File: src/rtl/counter_scheduler.sv
// counter_scheduler: round-robin sharing of one WIDTH-bit up-counter between NUM_REQ requesters.
// Define COUNTER_SCHEDULER_ABORT_EN to abort a run when the owner drops req during RUN.
module counter_scheduler #(
   parameter int NUM_REQ = 4,
   parameter int WIDTH   = 8
) (
   input  logic                     clk,
   input  logic                     reset,
   input  logic [NUM_REQ-1:0]       req,
   input  logic [NUM_REQ*WIDTH-1:0] req_len,
   output logic [NUM_REQ-1:0]       grant,
   output logic                     busy,
   output logic [WIDTH-1:0]         counter_output,
   output logic [NUM_REQ-1:0]       done
);
   localparam int IW = $clog2(NUM_REQ);
   localparam logic [NUM_REQ-1:0] ONE = {{(NUM_REQ-1){1'b0}}, 1'b1};
   typedef enum logic [1:0] {IDLE, RUN, DONE} state_t;
   state_t state, state_n;
   logic [IW-1:0] last, last_n, pick;
   logic [WIDTH-1:0] target, target_n, count_n;
   logic [NUM_REQ-1:0] grant_n, done_n;
   logic busy_n, hit, abort;
`ifdef COUNTER_SCHEDULER_ABORT_EN
   assign abort = ~req[last];
`else
   assign abort = 1'b0;
`endif
   // Scan downward so the requester closest after last wins.
   always_comb begin
      pick = last;
      hit  = 1'b0;
      for (int k = NUM_REQ; k >= 1; k--) begin
         if (req[(int'(last) + k) % NUM_REQ]) begin
            pick = IW'((int'(last) + k) % NUM_REQ);
            hit  = 1'b1;
         end
      end
   end
   always_comb begin
      state_n  = state;
      last_n   = last;
      target_n = target;
      grant_n  = grant;
      busy_n   = busy;
      count_n  = counter_output;
      done_n   = '0;
      case (state)
         IDLE: if (hit) begin
            state_n  = RUN;
            last_n   = pick;
            target_n = req_len[int'(pick)*WIDTH +: WIDTH];
            grant_n  = ONE << pick;
            busy_n   = 1'b1;
            count_n  = '0;
         end
         RUN: if (abort) begin
            state_n = IDLE;
            grant_n = '0;
            busy_n  = 1'b0;
            count_n = '0;
         end else if (counter_output == target) begin
            state_n = DONE;
            grant_n = '0;
            busy_n  = 1'b0;
            done_n  = ONE << last;
         end else begin
            count_n = counter_output + 1'b1;
         end
         DONE: begin
            state_n = IDLE;
            count_n = '0;
         end
         default: begin
            state_n = IDLE;
            grant_n = '0;
            busy_n  = 1'b0;
            count_n = '0;
         end
      endcase
   end
   always_ff @(posedge clk or posedge reset) begin
      if (reset) begin
         state          <= IDLE;
         last           <= IW'(NUM_REQ - 1);
         target         <= '0;
         grant          <= '0;
         busy           <= 1'b0;
         counter_output <= '0;
         done           <= '0;
      end else begin
         state          <= state_n;
         last           <= last_n;
         target         <= target_n;
         grant          <= grant_n;
         busy           <= busy_n;
         counter_output <= count_n;
         done           <= done_n;
      end
   end
endmodule

File: config.mk
export PLATFORM = sky130hd
export DESIGN_NAME = counter_scheduler
export DESIGN_NICKNAME = d
export VERILOG_FILES = /design/src/rtl/counter_scheduler.sv
export SDC_FILE = /design/constraint.sdc
export NUM_CORES = 1
export LEC_CHECK = 0
export BUFFER_PORTS_ARGS = -buffer_cell sky130_fd_sc_hd__buf_2
export CAP_MARGIN = 15
export CORE_MARGIN = 3
export CORE_UTILIZATION = 46
export DETAILED_ROUTE_END_ITERATION = 12
export GPL_ROUTABILITY_DRIVEN = 0
export GPL_TIMING_DRIVEN = 0
export HOLD_SLACK_MARGIN = 0.1
export PLACE_DENSITY = 0.87
export SYNTH_ARGS = -nofsm -noshare
export SYNTH_HDL_FRONTEND = slang
export SYNTH_SLANG_ARGS = --single-unit
File: constraint.sdc
create_clock -name clk -period 2.3 [get_ports clk]
set_input_delay 0.115 -clock clk [delete_from_list [all_inputs] [get_ports clk]]
set_output_delay 0.115 -clock clk [all_outputs]
set_load 0.01 [all_outputs]
**After elaboration in Yosys (flattened, before gate mapping)**

Index checks and enable logic that the tools add are counted.

- Bits in registers: 29
- Latch bits: 0
- Bits in writable memories: 0
- Bits in read-only memories: 0
- Output and inout bits: 17
- Logic and storage cells: 73
- Memories: 0

- Add/subtract/negate cells: 5
- Multiply operators: 0
- Divide/modulo/power cells: 0
- Order comparisons: 4
- Equal/unequal tests: 6
- Shifts and indexed selects: 3
- Muxes and demuxes: 34
- Bitwise logic cells: 5
- Reductions and logical operators: 9

Operators by type and width:

| cell | number |
|---|---|
| indexed part select 32 x 6 -> 8 bit | 1 |
| < comparator 3 x 4 -> 1 bit, second input constant | 4 |
| two-way mux 4 bit | 4 |
| two-way mux 8 bit | 2 |
| case mux 8 bit (2 select lines) | 1 |
| two-way mux 1 bit | 14 |
| two-way mux 2 bit | 6 |
| case mux 4 bit (3 select lines) | 1 |
| adder 8 x 1 -> 8 bit, second input constant | 1 |
| binary-select mux 1 bit (select 2 bit) | 4 |
| == test 8 bit | 1 |
| OR reduction 2 bit | 4 |
| << shifter 1 x 2 -> 4 bit, first input constant | 2 |
| != test 2 bit, second input constant | 3 |
| AND reduction 2 bit | 3 |
| adder 2 x 1 -> 2 bit, second input constant | 2 |
| adder 2 bit, second input constant | 2 |
| bitwise AND 1 bit, first input constant | 4 |
| case mux 2 bit (2 select lines) | 1 |
| case mux 1 bit (3 select lines) | 1 |
| AND reduction 3 bit | 1 |
| == test 2 x 1 -> 1 bit, second input constant | 1 |
| == test 2 bit, second input constant | 1 |
| logical NOT 2 bit | 1 |
| NOT 1 bit | 1 |

**Logic depth before layout (Yosys ltp)**

Gate-level depths: netlist of the first run.

- Word-level depth: 13
- Depth in mapped cells: 10
- Depth with buffers taken out: 7

**Least setup slack after synthesis of the first run**

No wires, ideal clock.

- Kind: register to register
- Start: reg last[1]
- End: reg target[0]
- Setup time: 140 ps
- Data arrival time: 2042 ps
- Setup slack: 119 ps
- Stages on the path, launching flop included: 11
- Path buffers: 3
- Clock period less this slack: 2181 ps
- Path through: dfstp_2 -> buf_6 -> inv_1 -> ha_1 -> mux2i_1 -> a21oi_1 -> a31oi_1 -> buf_6 -> buf_8 -> mux2i_1 -> o221ai_1

- Cells in the longest elaborated chain, start to end: 9
- Elaborated cells on any way between the ends: 26
- Classes of those cells: add/sub (4); shift (1); mux (20); reduce/logical (1)

RTL lines:

| item | RTL line | RTL |
|---|---|---|
| start, declared | 20 | `logic [IW-1:0] last, last_n, pick;` |
| start signal, assigned | 85 | `last <= IW'(NUM_REQ - 1);` |
| start signal, assigned | 93 | `last <= last_n;` |
| adder 2 x 1 -> 2 bit | 34, 35 |  |
| binary-select mux 1 bit (select 2 bit) | 34 | `if (req[(int'(last) + k) % NUM_REQ]) begin` |
| two-way mux 1 bit (not written as such) (2 in a row) | 34 |  |
| two-way mux 2 bit or two-way mux 1 bit (tied branches) (4 in a row) | 34 |  |
| indexed part select 32 x 6 -> 8 bit or AND reduction 2 bit (tied branches) | -- |  |
| end signal, assigned | 94 | `target <= target_n;` |
| end, declared | 21 | `logic [WIDTH-1:0] target, target_n, count_n;` |

Several ways; a longest one is shown, not always the timed one. The select of a mux whose other input is x is not followed.
A chain may end at the register's enable or synchronous reset.

**Worst setup path in the final report of the first run**

- Start: reg last[1]
- End: reg target[4]

Same word-level chain as after synthesis.

==> impl_results.md, run 1 <==
- R2R setup slack: 120 ps
- Largest stage delay on the critical path: 550 ps
- PnR Total Power: 2.75 mW
- CTS sink cnt: 29
- CP endpoint kind: register
- Post-DP HPWL: 2.80 mm
- Startpoint Class: register
- CTS tree: built
- R2r worst-path depth: 10
- Lkg Pwr: 1.10 nW
- Number of library cell types mapped by synthesis: 39
- Core area: 3470 um^2
- Clock Skews: 7.76 ps
- Initial core utilization: 0.497
- TritonCTS Buffers: 5
- ANT nets after route: 0
- Fillers: 312
- CP Class: register to register
- Ys flop type: dfrtp_1
- Antenna violations before repair: 0
- Hold path endpoint: target[2]$_DFFE_PP0P_
- H-tree depth: 2
- Crit path max fanout: 5
- Routed WL: 3.86 mm
- R2R Path Start: last[1]$_DFFE_PP1P_
- Met2 Usage GRT: 0.301
- Slew Viols, Final: 0
- Synth top area cells: dfrtp_1 39%, mux2i_1 12%, o221ai_1 4.1%, xnor2_1 4.1%, ha_1 3.6%
- Register bit total from synthesis: 29
- Fin crit share: 0.948
- Clock Pin Slew Worst Setup and Hold Paths: 60 ps
- WP data arrival: 2320 ps
- Non-Filler Instances: 285
- First-pass iteration count of the detailed router: 4
- Cells after DPL: 264
- Syn Inst Count: 164
- Synth Cell Area: around 1700 um^2
- Worst-Skew Late Latency: 280 ps
- IO Pins: 55
- Setup TNS: 0 ps
- Fin. Hold Viols: 0
- Area grow syn2layout: 32.9%
- Slowest stage cell on the critical path: dfstp_2
- Hold Crit Depth: 3
- Slew @ Worst Pin: 505 ps
- Synthesis Warnings: 0
- Syn Area/Cell: 10.5 um^2
- First-pass GRT wire length: 6.34 mm
- Most Used Layer, Global Route: met2
- Asr flop ratio synth: 1.00
- Global Route Usage Sum: 0.187
- Syn_nets: 207
- Power density over the cells: about 1200 nW/um^2
- GR Layer Usage met3: 0.0433
- Num rows: 21
- Seq/Total Area, Yosys: 0.422
- Wire length per cell: between 10 and 15 um
- Hold Path Class: primary input to register
- Synth top area share: 0.392
- Critical path, cell by cell: buf_6 -> inv_6 -> ha_4 -> mux2i_1 -> a21oi_1 -> a31oi_1 -> buf_6 -> buf_6 -> mux2i_2 -> o221ai_1
- Relative max-transition margin: 0.661
- Root Buffer: clkbuf_8
- Vias: 1,532
- Max Cap Violations: 0
- RSZ-0062 raised after global routing: true
- IO buf count: 54
- Vias in the first global route: 1,429
- Worst flop-to-flop path endpoint: target[4]$_DFFE_PP0P_
- Setup violators final: 0
- Post-synth top area cell: dfrtp_1
- 1st-iter DRT viols: 95
- Status: finished clean
- Die height: roughly 67 um
- Most common cell on crit path: buf_6
- Drt via density: 5.38
- Crit path time final: 2180 ps
- Layout cells sized above 1: 0.372
- Crit path required time: 2440 ps
- Width of the die: 67.2 um
- Global routing usage on met1: 0.235
- Worst vdd ir: 614 uV
- Drc violations: 0
- Final nets: 281
- Diode count: 0
- Die Area: 4520 um^2
- FMAX: 0.459 GHz
- Gr ovfl total: 0
- Maximum clock insertion buffer count: 2
- Min-Delay Startpoint: req_len[2]
- Post-synth EDFFs: 0
- Largest net degree at the start of global routing: 30
==> worst max path at each step <==
stage	from	end	slack, ps	cells after the start
final	last[1]$_DFFE_PP1P_	target[4]$_DFFE_PP0P_	120	10
after global routing	last[1]$_DFFE_PP1P_	target[4]$_DFFE_PP0P_	-10	10
after CTS	last[1]$_DFFE_PP1P_	target[5]$_DFFE_PP0P_	4	10
after detailed placement	last[1]$_DFFE_PP1P_	target[5]$_DFFE_PP0P_	-100	10
after global placement	last[1]$_DFFE_PP1P_	target[5]$_DFFE_PP0P_	-80	10
after floorplan	last[1]$_DFFE_PP1P_	target[0]$_DFFE_PP0P_	120	10
==> flip-flops by register name, indices dropped and copies added, names as in the netlist <==
| signal | flops |
|---|---|
| done | 4 |
| state | 2 |
| target | 8 |
| grant | 4 |
| counter_output | 8 |
| busy | 1 |
| last | 2 |
==> where the power goes <==
group          switching, mW  internal [mW]  leakage, nW
clock network          0.179          0.243       0.0455
registers              0.167          0.696        0.367
logic                  0.685          0.784        0.693
==> logic make-up after synthesis <==
| group | after synthesis | synth area share |
|---|---|---|
| AOI/OAI and AO/OA | 41 | 0.164 |
| xor gates and xnor gates | 8 | 0.0406 |
| adders and majority gates | 5 | 0.0363 |
| buffers and inverters | 12 | 0.0486 |
| DFF | 29 | 0.422 |
| muxes | 22 | 0.129 |
| and+or+nand+nor | 47 | 0.159 |
==> final cells by class <==
type | instances | area (um^2) | area share
well taps | 46 | 57.6 | 0.0251
clock buffers | 8 | 90.1 | 0.0393
plain buffers | 8 | 73.8 | 0.0322
repair buffers | 67 | 394 | 0.172
multi-input cells | 123 | 928 | 0.405
inverters | 4 | 20.0 | 0.00873
flip-flops and latches | 29 | 728 | 0.318
==> layer usage <==
layer  share of wire  wire, um  up-vias
met5               0         0        -
met4           0.016        63        0
met3           0.062       238        6
met2            0.48      1860       54
met1            0.44      1700      705
li1                -         -      767
==> critical path, delay by kind of cell, from the launching register on <==
kind | cells | cell delay, ps
flops | 1 | 550
mux | 2 | 380
compound gates | 3 | 410
buf+inv | 4 | 450
fa+ha+maj | 1 | 260
==> cell usage after synthesis (2+ instances only) <==
| master | count |
|---|---|
| dfrtp_1 | 27 |
| mux2i_1 | 20 |
| nand2_1 | 16 |
| o21ai_0 | 11 |
| o221ai_1 | 8 |
| xnor2_1 | 8 |
| a21oi_1 | 6 |
| nor2_1 | 6 |
| ha_1 | 5 |
| or3_1 | 5 |
| and2_1 | 4 |
| inv_1 | 4 |
| nand4_1 | 4 |
| buf_6 | 3 |
| o31ai_1 | 3 |
| a32o_1 | 2 |
| clkbuf_1 | 2 |
| dfstp_2 | 2 |
| mux2_2 | 2 |
| nand3_1 | 2 |
| nor2b_1 | 2 |
| nor3b_4 | 2 |
| o21a_1 | 2 |
| o22ai_1 | 2 |
| or4_1 | 2 |
==> metrics by stage <==
step	setup slack, ps	utilization	area (um^2)	hold slack [ps]
floorplan	119	-	1720	192
CTS	3.88	0.628	2180	128
detailed placement	-99.9	0.592	2050	434
finish	119	0.661	2290	151
global placement	-75.6	0.592	2050	413
global route	-11.3	0.661	2290	180
==> placed cells by master (no fill, tap or decap), types with 2 or more instances in the layout <==
cell,n
buf_2,54
dfrtp_1,27
mux2i_1,19
nand2_1,16
o21ai_0,11
buf_4,11
o221ai_1,8
xnor2_1,8
a21oi_1,6
nor2_1,6
clkbuf_8,6
or3_1,5
buf_6,4
clkbuf_1,4
nand4_1,4
and2_1,4
ha_1,4
o31ai_1,3
mux2_2,2
o21a_1,2
a32o_1,2
nor2b_1,2
o22ai_1,2
nor3b_4,2
inv_1,2
nand3_1,2
or4_1,2
dfstp_2,2
==> repair_timing <==
| action | CTS | global route |
|---|---|---|
| setup endpoints to repair | 12 | 12 |
| endpoints found under the hold margin | 0 | 8 |
| resized for setup | 1 | 7 |
| pin swaps | 0 | 4 |
| setup buffers | 3 | 8 |
| hold buffers | 0 | 1 |
Power figures use the tool's default switching activity.
==> inputs of run 2 (changes only) <==
--- a/config.mk
+++ b/config.mk
@@ -13,3 +13,2 @@
 export GPL_ROUTABILITY_DRIVEN = 0
-export GPL_TIMING_DRIVEN = 0
 export HOLD_SLACK_MARGIN = 0.1
--- a/constraint.sdc
+++ b/constraint.sdc
@@ -3,2 +3,2 @@
 set_output_delay 0.115 -clock clk [all_outputs]
-set_load 0.01 [all_outputs]
+set_load 0.05 [all_outputs]
==> run 2 against run 1 <==
First-iteration DRC count is 21% lower. Non-clock buffer count is 12 lower. Routed wire length is 2.8% higher. Cell count down 4.2%. Worst hold slack got worse by 3.6 ps. Critical path depth is 2 lower. Global-route usage shrank 0.11 points. Sequential power rose by 0.6%. Clock power increased by 0.9%. Largest power group unchanged. Highest routed layer unchanged.
==> impl_results.md, run 2 (synthesized netlist as in run 1, its figures left out) <==
- Relative max-transition margin: 0.569 (-0.0919)
- 1st-iter DRT viols: 75 (-21%)
- Startpoint Class: register
- Die height: 67.2 um (unchanged)
- Area grow syn2layout: 29.5%
- Power density over the cells: 1330 nW/um^2 (+11%)
- Width of the die: 67.2 um (unchanged)
- Root Buffer: clkbuf_8
- Sequential fraction of design power: 0.292 (-0.021)
- Drt via density: 5.60 (+4.2%)
- Diode count: 0 (unchanged)
- Slew Viols, Final: 0 (unchanged)
- CTS sink cnt: 29 (unchanged)
- Regs by FF count: counter_output x8, target x8
- P_int: 1.69 mW (-1.7%)
- Hold Path Class: primary input to register
- Layout cells sized above 1: 0.361 (-0.0112)
- CTS tree: built
- Final worst slack: 90.8 ps (-28.5 ps)
- Wire length per cell: 14.5 um (+7.3%)
- Initial core utilization: 0.497 (unchanged)
- IO Pins: 55 (unchanged)
- Largest stage delay on the critical path: 550 ps (about the same)
- Status: finished clean
- RSZ-0062 raised after global routing: false
- First-pass iteration count of the detailed router: 4 (unchanged)
- Vias: 1,529 (-0.20%)
- Drc violations: 0 (unchanged)
- Post-CTS setup buffer count: 0 (-3)
- CP bufs+invs: 2 (-2)
- Global Route Usage Sum: 0.186 (-0.00115)
- CP delay by family, top: flip-flops
- PnR Total Power: 2.98 mW (+8.1%)
- Crit path time final: 2210 ps (+28.5 ps)
- Fin crit share: 0.961 (+0.0124)
- Worst slack, placed: 118 ps (+218 ps)
- Num rows: 21 (unchanged)
- Worst vdd ir: 601 uV (-2.1%)
- TritonCTS Buffers: 5 (unchanged)
- CP endpoint kind: register
- Setup violators final: 0 (unchanged)
- Routed WL: 3.96 mm (+2.8%)
- Maximum clock insertion buffer count: 2 (unchanged)
- CP Class: register to register
- Critical path, cell by cell: inv_2 -> ha_4 -> mux2i_2 -> a21oi_2 -> a31oi_4 -> clkbuf_16 -> mux2i_1 -> o221ai_1
- Sw frac: 0.431 (+0.0567)
- First-pass GRT wire length: 6.28 mm (-0.98%)
- Final nets: 269 (-4.3%)
- Switch Pwr: 1.28 mW (+24%)
- Largest net degree at the start of global routing: 30 (unchanged)
- Placed Instance Area: 2040 um^2 (-0.61%)
- Die Area: 4520 um^2 (unchanged)
- Most frequent cells in the layout: 54 x buf_2, 27 x dfrtp_1, 18 x mux2i_1
- Worst-Skew Late Latency: 280 ps (about the same)
- Non-Filler Instances: 273 (-4.2%)
- FMAX: 0.453 GHz (-1.3%)
- Comb pwr share: 0.565 (+0.032)
- Vias in the first global route: 1,361 (-4.8%)
- Max Cap Violations: 0 (unchanged)
- Post-DP HPWL: 2.79 mm (-0.41%)
- Cells after DPL: 261 (-1.1%)
- Commonest non-fill, non-tap cell in the layout: buf_2
- Crit path max fanout: 4 (-1)
- Clock Pin Slew Worst Setup and Hold Paths: 60 ps (about the same)
- Final hold slack: 148 ps (-3.60 ps)
- Fin. Hold Viols: 0 (unchanged)
- Antenna violations before repair: 0 (unchanged)
- ANT nets after route: 0 (unchanged)
- Clock Skews: 5.06 ps (-2.70 ps)
- Gr ovfl total: 0 (unchanged)
- Slew @ Worst Pin: 642 ps (+137 ps)
- IO buf count: 54 (unchanged)
- Slowest stage cell on the critical path: dfstp_2
- Crit path required time: 2440 ps (about the same)
- Finished Cell Area: 2230 um^2 (-2.6%)
- WP data arrival: 2350 ps (+30 ps)
- Core area: 3470 um^2 (unchanged)
- Lkg Pwr: 1.06 nW (-4.2%)
- Setup TNS: 0 ps (unchanged)
- Post-layout util: 0.644 (-0.0170)
- Clock share of power: 0.143 (-0.010)
- H-tree depth: 2 (unchanged)
run 2: cell count changes in the layout (fill, tap and decap cells not counted):
cell       change
inv_6          -1
mux2i_1        -1
clkbuf_2       -1
a31oi_1        -1
buf_6          -3
clkbuf_1       -2
mux2i_2        +1
a21oi_2        +1
inv_2          +1
buf_4          -7
buf_16         -1
a21oi_1        -1
a31oi_4        +1
clkbuf_16      +2
run 2: what timing repair did:
item	in CTS	in global routing
hold buffers	1	0
gates resized for setup	0	7
endpoints found under the hold margin	27	0
setup endpoints to repair	0	6
run 2: final cells by class:
class                           count  area [um^2]
Fill cell                         292         1230
Multi-Input combinational cell    123          951
Sequential cell                    29          728
Timing Repair Buffer               63          392
Clock buffer                        8         90.1
Tap cell                           46         57.6
Inverter                            4         15.0
run 2: worst reg2reg max path, cell delays in order (launching register included):
cell       delay (ps)
dfstp_2           550
inv_2              60
ha_4              280
mux2i_2           210
a21oi_2            90
a31oi_4           320
clkbuf_16         220
mux2i_1           200
o221ai_1          140
run 2: path summary, 6_finish.rpt:
kind | startpoint | end | slack (ps) | cells past startpoint
max | last[1]$_DFFE_PP1P_ | target[5]$_DFFE_PP0P_ | 90 | 8
min | req_len[3] | target[3]$_DFFE_PP0P_ | 150 | 3
max reg2reg | last[1]$_DFFE_PP1P_ | target[5]$_DFFE_PP0P_ | 90 | 8
min reg2reg | busy$_DFFE_PP0P_ | busy$_DFFE_PP0P_ | 470 | 1
max in group asynchronous | reset | last[0]$_DFFE_PP1P_ | 1560 | 4
min in group asynchronous | reset | state[0]$_DFFE_PP0P_ | 440 | 4
run 2: power by group through the flow:
| stage | clock network, mW | logic (mW) | registers [mW] |
|---|---|---|---|
| 2_1_floorplan | 0 | 0.910 | 1.10 |
| 3_3_place_gp | 0 | 1.40 | 0.857 |
| 3_5_place_dp | 0 | 1.44 | 0.867 |
| 4_1_cts | 0.441 | 1.45 | 0.858 |
| 5_1_grt | 0.465 | 1.81 | 0.891 |
| 6_report | 0.426 | 1.68 | 0.868 |
run 2: per-layer routing:
| metal | global-route usage | routed length [um] |
|---|---|---|
| met4 | 0.0633 | 55 |
| met3 | 0.0666 | 399 |
| met5 | 0 | 0 |
| met2 | 0.286 | 1850 |
| met1 | 0.242 | 1660 |
